==> src/rtl/reg_window_manager.sv <==
// -----------------------------------------------------------------------------
// reg_window_manager
//
// Purpose:
//   Tracks the current window pointer (CWP) and window invalid mask (WIM) of a
//   register-window file. SAVE moves to window (cwp-1) mod NWIN and RESTORE to
//   (cwp+1) mod NWIN. When the target window is marked invalid in WIM the move
//   is refused and an overflow (SAVE) or underflow (RESTORE) trap is raised.
//   The trap is held until trap_ack. Direct CWP/WIM writes (WRPSR/WRWIM paths)
//   always win over SAVE/RESTORE in the same cycle.
//
// Parameters:
//   NWIN  number of register windows (2..32)
//   CWPW  width of CWP-sized fields, 2**CWPW >= NWIN
//
// Ports:
//   Clk       in   rising-edge clock
//   Clr       in   asynchronous active-high reset
//   save      in   SAVE request
//   restore   in   RESTORE request
//   cwp_we    in   direct CWP write enable
//   cwp_din   in   direct CWP write data (CWPW)
//   wim_we    in   direct WIM write enable
//   wim_din   in   direct WIM write data (NWIN)
//   trap_ack  in   trap handler acknowledge
//   cwp       out  current window pointer (CWPW)
//   wim       out  window invalid mask (NWIN)
//   overflow  out  SAVE hit an invalid window, held until acknowledged
//   underflow out  RESTORE hit an invalid window, held until acknowledged
//   trap_win  out  window index whose WIM bit caused the trap (CWPW)
//   busy      out  high while a trap is pending
//   op_err    out  one-cycle pulse on an illegal request
//
// Configuration macro:
//   RWM_AUTO_WIM_EN  when defined, acknowledging a trap reloads WIM with a
//                    one-hot mask next to the trapping window (a direct WIM
//                    write in the same cycle takes precedence). When not
//                    defined, WIM changes only by direct write or reset.
// -----------------------------------------------------------------------------
module reg_window_manager #(
    parameter int NWIN = 8,
    parameter int CWPW = 3
) (
    input  logic            Clk,
    input  logic            Clr,
    input  logic            save,
    input  logic            restore,
    input  logic            cwp_we,
    input  logic [CWPW-1:0] cwp_din,
    input  logic            wim_we,
    input  logic [NWIN-1:0] wim_din,
    input  logic            trap_ack,
    output logic [CWPW-1:0] cwp,
    output logic [NWIN-1:0] wim,
    output logic            overflow,
    output logic            underflow,
    output logic [CWPW-1:0] trap_win,
    output logic            busy,
    output logic            op_err
);

    // Reject configurations where CWP cannot address every window.
    if ((1 << CWPW) < NWIN) begin : g_bad_cwpw
        $error("reg_window_manager: CWPW too narrow for NWIN");
    end

    typedef enum logic {
        ST_IDLE = 1'b0,
        ST_TRAP = 1'b1
    } state_t;

    localparam logic [CWPW-1:0] LP_LAST   = CWPW'(NWIN - 1);
    localparam logic [CWPW:0]   LP_NWIN_X = (CWPW + 1)'(NWIN);

    // Window below v, wrapping from 0 to the last window.
    function automatic logic [CWPW-1:0] f_win_below(input logic [CWPW-1:0] v);
        logic [CWPW-1:0] res;
        if (v == {CWPW{1'b0}}) begin
            res = LP_LAST;
        end else begin
            res = v - CWPW'(1);
        end
        return res;
    endfunction

    // Window above v, wrapping from the last window to 0.
    function automatic logic [CWPW-1:0] f_win_above(input logic [CWPW-1:0] v);
        logic [CWPW-1:0] res;
        if (v == LP_LAST) begin
            res = {CWPW{1'b0}};
        end else begin
            res = v + CWPW'(1);
        end
        return res;
    endfunction

`ifdef RWM_AUTO_WIM_EN
    // One-hot mask with only window idx marked invalid.
    function automatic logic [NWIN-1:0] f_onehot(input logic [CWPW-1:0] idx);
        logic [NWIN-1:0] res;
        res      = {NWIN{1'b0}};
        res[idx] = 1'b1;
        return res;
    endfunction
`endif

    state_t          r_state;
    logic [CWPW-1:0] r_cwp;
    logic [NWIN-1:0] r_wim;
    logic            r_ovf;
    logic            r_unf;
    logic [CWPW-1:0] r_trap_win;
    logic            r_op_err;

    state_t          w_state_nx;
    logic [CWPW-1:0] w_cwp_nx;
    logic [NWIN-1:0] w_wim_nx;
    logic            w_ovf_nx;
    logic            w_unf_nx;
    logic [CWPW-1:0] w_trap_win_nx;
    logic            w_op_err_nx;

    logic [CWPW-1:0] w_save_tgt;
    logic [CWPW-1:0] w_rest_tgt;
    logic            w_direct;
    logic            w_din_ok;

    assign w_save_tgt = f_win_below(r_cwp);
    assign w_rest_tgt = f_win_above(r_cwp);
    assign w_direct   = cwp_we | wim_we;
    assign w_din_ok   = ({1'b0, cwp_din} < LP_NWIN_X);

    // Next-state decode: window moves and trap entry/exit, then direct writes on top.
    always_comb begin
        w_state_nx    = r_state;
        w_cwp_nx      = r_cwp;
        w_wim_nx      = r_wim;
        w_ovf_nx      = r_ovf;
        w_unf_nx      = r_unf;
        w_trap_win_nx = r_trap_win;
        w_op_err_nx   = 1'b0;

        case (r_state)
            ST_IDLE: begin
                if (w_direct) begin
                    // Direct writes own this cycle; SAVE/RESTORE are dropped
                    // silently, even if both are asserted.
                    w_state_nx = ST_IDLE;
                end else if (save && restore) begin
                    w_op_err_nx = 1'b1;
                end else if (save) begin
                    if (r_wim[w_save_tgt]) begin
                        w_ovf_nx      = 1'b1;
                        w_trap_win_nx = w_save_tgt;
                        w_state_nx    = ST_TRAP;
                    end else begin
                        w_cwp_nx = w_save_tgt;
                    end
                end else if (restore) begin
                    if (r_wim[w_rest_tgt]) begin
                        w_unf_nx      = 1'b1;
                        w_trap_win_nx = w_rest_tgt;
                        w_state_nx    = ST_TRAP;
                    end else begin
                        w_cwp_nx = w_rest_tgt;
                    end
                end else begin
                    w_state_nx = ST_IDLE;
                end
            end

            ST_TRAP: begin
                // SAVE/RESTORE are ignored while a trap is pending.
                if (trap_ack) begin
`ifdef RWM_AUTO_WIM_EN
                    if (r_ovf) begin
                        w_wim_nx = f_onehot(f_win_below(r_trap_win));
                    end else if (r_unf) begin
                        w_wim_nx = f_onehot(f_win_above(r_trap_win));
                    end else begin
                        w_wim_nx = r_wim;
                    end
`endif
                    w_ovf_nx   = 1'b0;
                    w_unf_nx   = 1'b0;
                    w_state_nx = ST_IDLE;
                end else begin
                    w_state_nx = ST_TRAP;
                end
            end

            default: begin
                w_ovf_nx   = 1'b0;
                w_unf_nx   = 1'b0;
                w_state_nx = ST_IDLE;
            end
        endcase

        // Direct writes are honoured in either state and override any
        // automatic WIM reload in the acknowledge cycle.
        if (cwp_we) begin
            if (w_din_ok) begin
                w_cwp_nx = cwp_din;
            end else begin
                w_op_err_nx = 1'b1;
            end
        end else begin
            w_cwp_nx = w_cwp_nx;
        end

        if (wim_we) begin
            w_wim_nx = wim_din;
        end else begin
            w_wim_nx = w_wim_nx;
        end
    end

    // State and output registers; Clr clears everything immediately.
    always_ff @(posedge Clk or posedge Clr) begin
        if (Clr) begin
            r_state    <= ST_IDLE;
            r_cwp      <= {CWPW{1'b0}};
            r_wim      <= {NWIN{1'b0}};
            r_ovf      <= 1'b0;
            r_unf      <= 1'b0;
            r_trap_win <= {CWPW{1'b0}};
            r_op_err   <= 1'b0;
        end else begin
            r_state    <= w_state_nx;
            r_cwp      <= w_cwp_nx;
            r_wim      <= w_wim_nx;
            r_ovf      <= w_ovf_nx;
            r_unf      <= w_unf_nx;
            r_trap_win <= w_trap_win_nx;
            r_op_err   <= w_op_err_nx;
        end
    end

    assign cwp       = r_cwp;
    assign wim       = r_wim;
    assign overflow  = r_ovf;
    assign underflow = r_unf;
    assign trap_win  = r_trap_win;
    assign busy      = (r_state == ST_TRAP);
    assign op_err    = r_op_err;

endmodule
==> config.mk <==
export PLATFORM = sky130hd
export DESIGN_NAME = reg_window_manager
export DESIGN_NICKNAME = d
export VERILOG_FILES = /design/src/rtl/reg_window_manager.sv
export SDC_FILE = /design/constraint.sdc
export NUM_CORES = 1
export LEC_CHECK = 0
export CAP_MARGIN = 5
export CORE_ASPECT_RATIO = 0.7
export CORE_UTILIZATION = 47
export DETAILED_ROUTE_END_ITERATION = 6
export PLACE_DENSITY = 0.93
export SLEW_MARGIN = 20
export SYNTH_ARGS = -nofsm -noshare
export SYNTH_HDL_FRONTEND = slang
export SYNTH_SLANG_ARGS = --single-unit
==> constraint.sdc <==
create_clock -name Clk -period 5.25 [get_ports Clk]
set_input_delay 0.7875 -clock Clk [delete_from_list [all_inputs] [get_ports Clk]]
set_output_delay 0.7875 -clock Clk [all_outputs]
set_load 0.005 [all_outputs]
==> results.json <==
{
  "status": "finished, violations left",
  "failed_checks": "design-rule violations",
  "post-route-period-util": 0.560,
  "final_cell_count_no_fill": 146,
  "worst-path-max-fanout": 12,
  "nets": 146,
  "cts_buffer_depth": 2,
  "place.gp.congestion": 0.860,
  "finalWorstPathRequiredPeriod_ps": 2940,
  "synth-adder-area-share": 0.0367,
  "yosys_warnings": 0,
  "grt_pass1_wl_mm": 4.31,
  "placeableCoreArea_sq_mm": 0.00195,
  "holdPathStages": 1,
  "syn_area_per_cell_sq_um": 11.4,
  "worst_r2r_startpoint": "cwp[0]",
  "crit_type": "reg2reg",
  "post_cts.resized_instances": 0,
  "setup_violations": 0,
  "timing.clock.skew_ps": 7.06,
  "floorplan.die.height_um": 41.0,
  "hold_path_startpoint": "trap_win[0]",
  "design_area_sq_mm": 0.00141,
  "detailedPlacementHpwl_mm": 1.96,
  "setup_ws_ps": 2310,
  "clk-insertion-delay-late_ps": 300,
  "fmax_mhz": 340,
  "worst_pin_slew_ps": 682,
  "crit_path_max_incr_delay_ps": 630,
  "post_cts_buffers": 0,
  "antenna_found_initial": 0,
  "ioPinCount": 36,
  "synth_fp_nets": 111,
  "cts_inserted_buffers": 3,
  "drt_pre_antenna_iters": 6,
  "timing.reg2reg.setup_slack_ps": 2310,
  "layout-area-overhead-vs-synth_pct": 37.5,
  "timing.rr.end": "cwp[2]",
  "seq_area_frac_synth": 0.441,
  "critical_path_cell_count": 8,
  "syn-cell-area_sq_mm": 0.00102,
  "wl_per_cell_um": 17.6,
  "initial_standard_cell_utilization_of_the_core": 0.524,
  "static-leakage-power_nw": 0.597,
  "routed_via_density": 5.93,
  "tritoncts": "done",
  "worstSetupStartpointType": "register",
  "clockRootBuffer": "sky130_fd_sc_hd__clkbuf_4",
  "maxSlewViolCount": 0,
  "synth_cells": 90,
  "worst_ep_arrival_time_ps": 3140,
  "placement.setup.worst_slack_ps": 2360,
  "n_antenna_cell": 0,
  "die_w_um": 57.7,
  "ant_nets": 0,
  "io_buffer_count": 35,
  "grt_overflow_total": 0,
  "critical_path_end_type": "register",
  "crit_family": "compound AO/OA/AOI/OAI gates",
  "ys_top_cells_by_area": "sky130_fd_sc_hd__dfrtp_1 (44%), sky130_fd_sc_hd__mux2_2 (8.8%), sky130_fd_sc_hd__mux4_2 (4.4%)",
  "dr.first_iter.drc_count": 30,
  "post_synth_xor_area_fraction": 0.0343,
  "vias": 866,
  "worstPathRequired_ps": 5450,
  "max_cap_viol_count": 0,
  "slew_headroom": 0.545,
  "layout_commonest_cell": "sky130_fd_sc_hd__clkdlybuf4s50_1",
  "pwrdens_mw_per_mm2": 353,
  "min-delay-path-class": "reg2reg",
  "synth-edff-count": 0,
  "ir_drop_mv": 0.212,
  "sequential_cell_area_sq_um": 450,
  "muxShareOfSynthArea": 0.182,
  "critPathSlowestCell": "sky130_fd_sc_hd__dfrtp_1",
  "path_buf_inv": 1,
  "cts_sinks": 18,
  "synth_compound_area_frac": 0.149,
  "total_negative_setup_slacks_ps": 0,
  "rr_worst_depth": 8,
  "clk_pin_slew_ps": 110,
  "grt_max_degree": 19,
  "min_delay_worst_endpoint": "trap_win[0]",
  "dpl-instance-area_sq_mm": 0.00137,
  "row_count": 13,
  "die_area_sq_mm": 0.00237,
  "final_core_utilization": 0.720,
  "rsz0062_at_grt": "false",
  "synth_ff_type": "sky130_fd_sc_hd__dfrtp_1",
  "netlist-cell-type-count": 37,
  "area_share_of_the_largest_cell_type_after_synthesis": 0.441,
  "synth_top_family_by_area": "multiplexers",
  "synth_seq_cells": 18,
  "cts_htree_levels": 1,
  "most-common-layout-cells": "sky130_fd_sc_hd__clkdlybuf4s50_1 (35), sky130_fd_sc_hd__dfrtp_1 (18), sky130_fd_sc_hd__inv_1 (9), sky130_fd_sc_hd__mux2_2 (8)",
  "hold_buffers": 0,
  "drt_wl_total_mm": 2.56,
  "multi_input_area_sq_um": 507,
  "layout-drive-gt1-share": 0.153,
  "remaining_drc_errors": 1,
  "grt_pass1_vias": 895,
  "final-hold-violation-count": 0,
  "synth-simple-area-share": 0.0930,
  "most_area_hungry_cell_type_in_the_yosys_netlist": "sky130_fd_sc_hd__dfrtp_1",
  "fillCellCount": 139,
  "grt.total_usage": 0.261,
  "postSynth.asyncResetShare": 1.00,
  "worstPathCellList": "inv_1, ha_1, mux4_2, a21bo_2, a21oi_2, a211oi_2, nor3b_1, a221o_1",
  "place.detailed.instances": 142
}
area by class of cell:
type,count,share of cell area
Timing Repair Buffer,35,0.249
Multi-Input combinational cell,58,0.361
Inverter,9,0.0240
Tap cell,22,0.0196
Clock buffer,4,0.0258
Sequential cell,18,0.321
power breakdown:
part / leakage [nW] / internal (mW) / total [mW] / switching (mW)
clock: 0.0210 / 0.0424 / 0.0880 / 0.0456
combinational: 0.360 / 0.121 / 0.211 / 0.0894
sequential: 0.216 / 0.169 / 0.197 / 0.0283
worst reg2reg max path: stages, from the launching register on:
cell and delay, ps:
sky130_fd_sc_hd__dfrtp_1 630, sky130_fd_sc_hd__inv_1 170, sky130_fd_sc_hd__ha_1 460, sky130_fd_sc_hd__mux4_2 550, sky130_fd_sc_hd__a21bo_2 220, sky130_fd_sc_hd__a21oi_2 80
sky130_fd_sc_hd__a211oi_2 360, sky130_fd_sc_hd__nor3b_1 100, sky130_fd_sc_hd__a221o_1 280
flip-flops by register name, indices dropped and copies added (netlist names):
signal     count
cwp            3
wim            8
underflow      1
busy           1
trap_win       3
op_err         1
overflow       1
logic make-up (layout without fill, tap and decap cells):
kind of cell | after synthesis | count (layout)
xor+xnor | 4 | 4
compound gates | 19 | 19
simple gates | 17 | 17
flops | 18 | 18
mux | 15 | 15
fa+ha+maj | 3 | 3
buf+inv | 14 | 48
metrics by stage:
step                total power, mW  hold slack [ps]
finish                        0.496              497
global route                  0.526              520
CTS                           0.497              503
detailed placement            0.408              477
global placement              0.400              498
floorplan                     0.313              483
worst max-delay path by stage:
| stage | from | to | slack, ps |
|---|---|---|---|
| 2_1_floorplan | cwp[0] | cwp[2] | 2750 |
| 3_3_place_gp | cwp[0] | cwp[2] | 2510 |
| 6_report | cwp[0] | cwp[2] | 2310 |
| 3_5_place_dp | cwp[0] | cwp[2] | 2360 |
| 4_1_cts | cwp[0] | cwp[2] | 2330 |
| 5_1_grt | cwp[0] | cwp[2] | 2140 |
cell usage after synthesis (2+ instances only):
library cell and count:
sky130_fd_sc_hd__dfrtp_1 18, sky130_fd_sc_hd__inv_1 9, sky130_fd_sc_hd__mux2_2 8, sky130_fd_sc_hd__a21oi_1 4
sky130_fd_sc_hd__mux2i_1 4, sky130_fd_sc_hd__nand2_1 4, sky130_fd_sc_hd__nor2_1 4, sky130_fd_sc_hd__ha_1 3
sky130_fd_sc_hd__xnor2_1 3, sky130_fd_sc_hd__a31oi_1 2, sky130_fd_sc_hd__clkbuf_1 2, sky130_fd_sc_hd__mux4_2 2
sky130_fd_sc_hd__nor2b_1 2, sky130_fd_sc_hd__or3_1 2
per-layer routing:
layer / GRT usage / vias to the layer above / share of wire
li1: - / 393 / -
met1: 0.298 / 420 / 0.42
met2: 0.480 / 41 / 0.50
met3: 0.0757 / 12 / 0.058
met4: 0.113 / 0 / 0.021
met5: 0 / - / 0
Note: power is estimated with default switching activity, not from simulation.
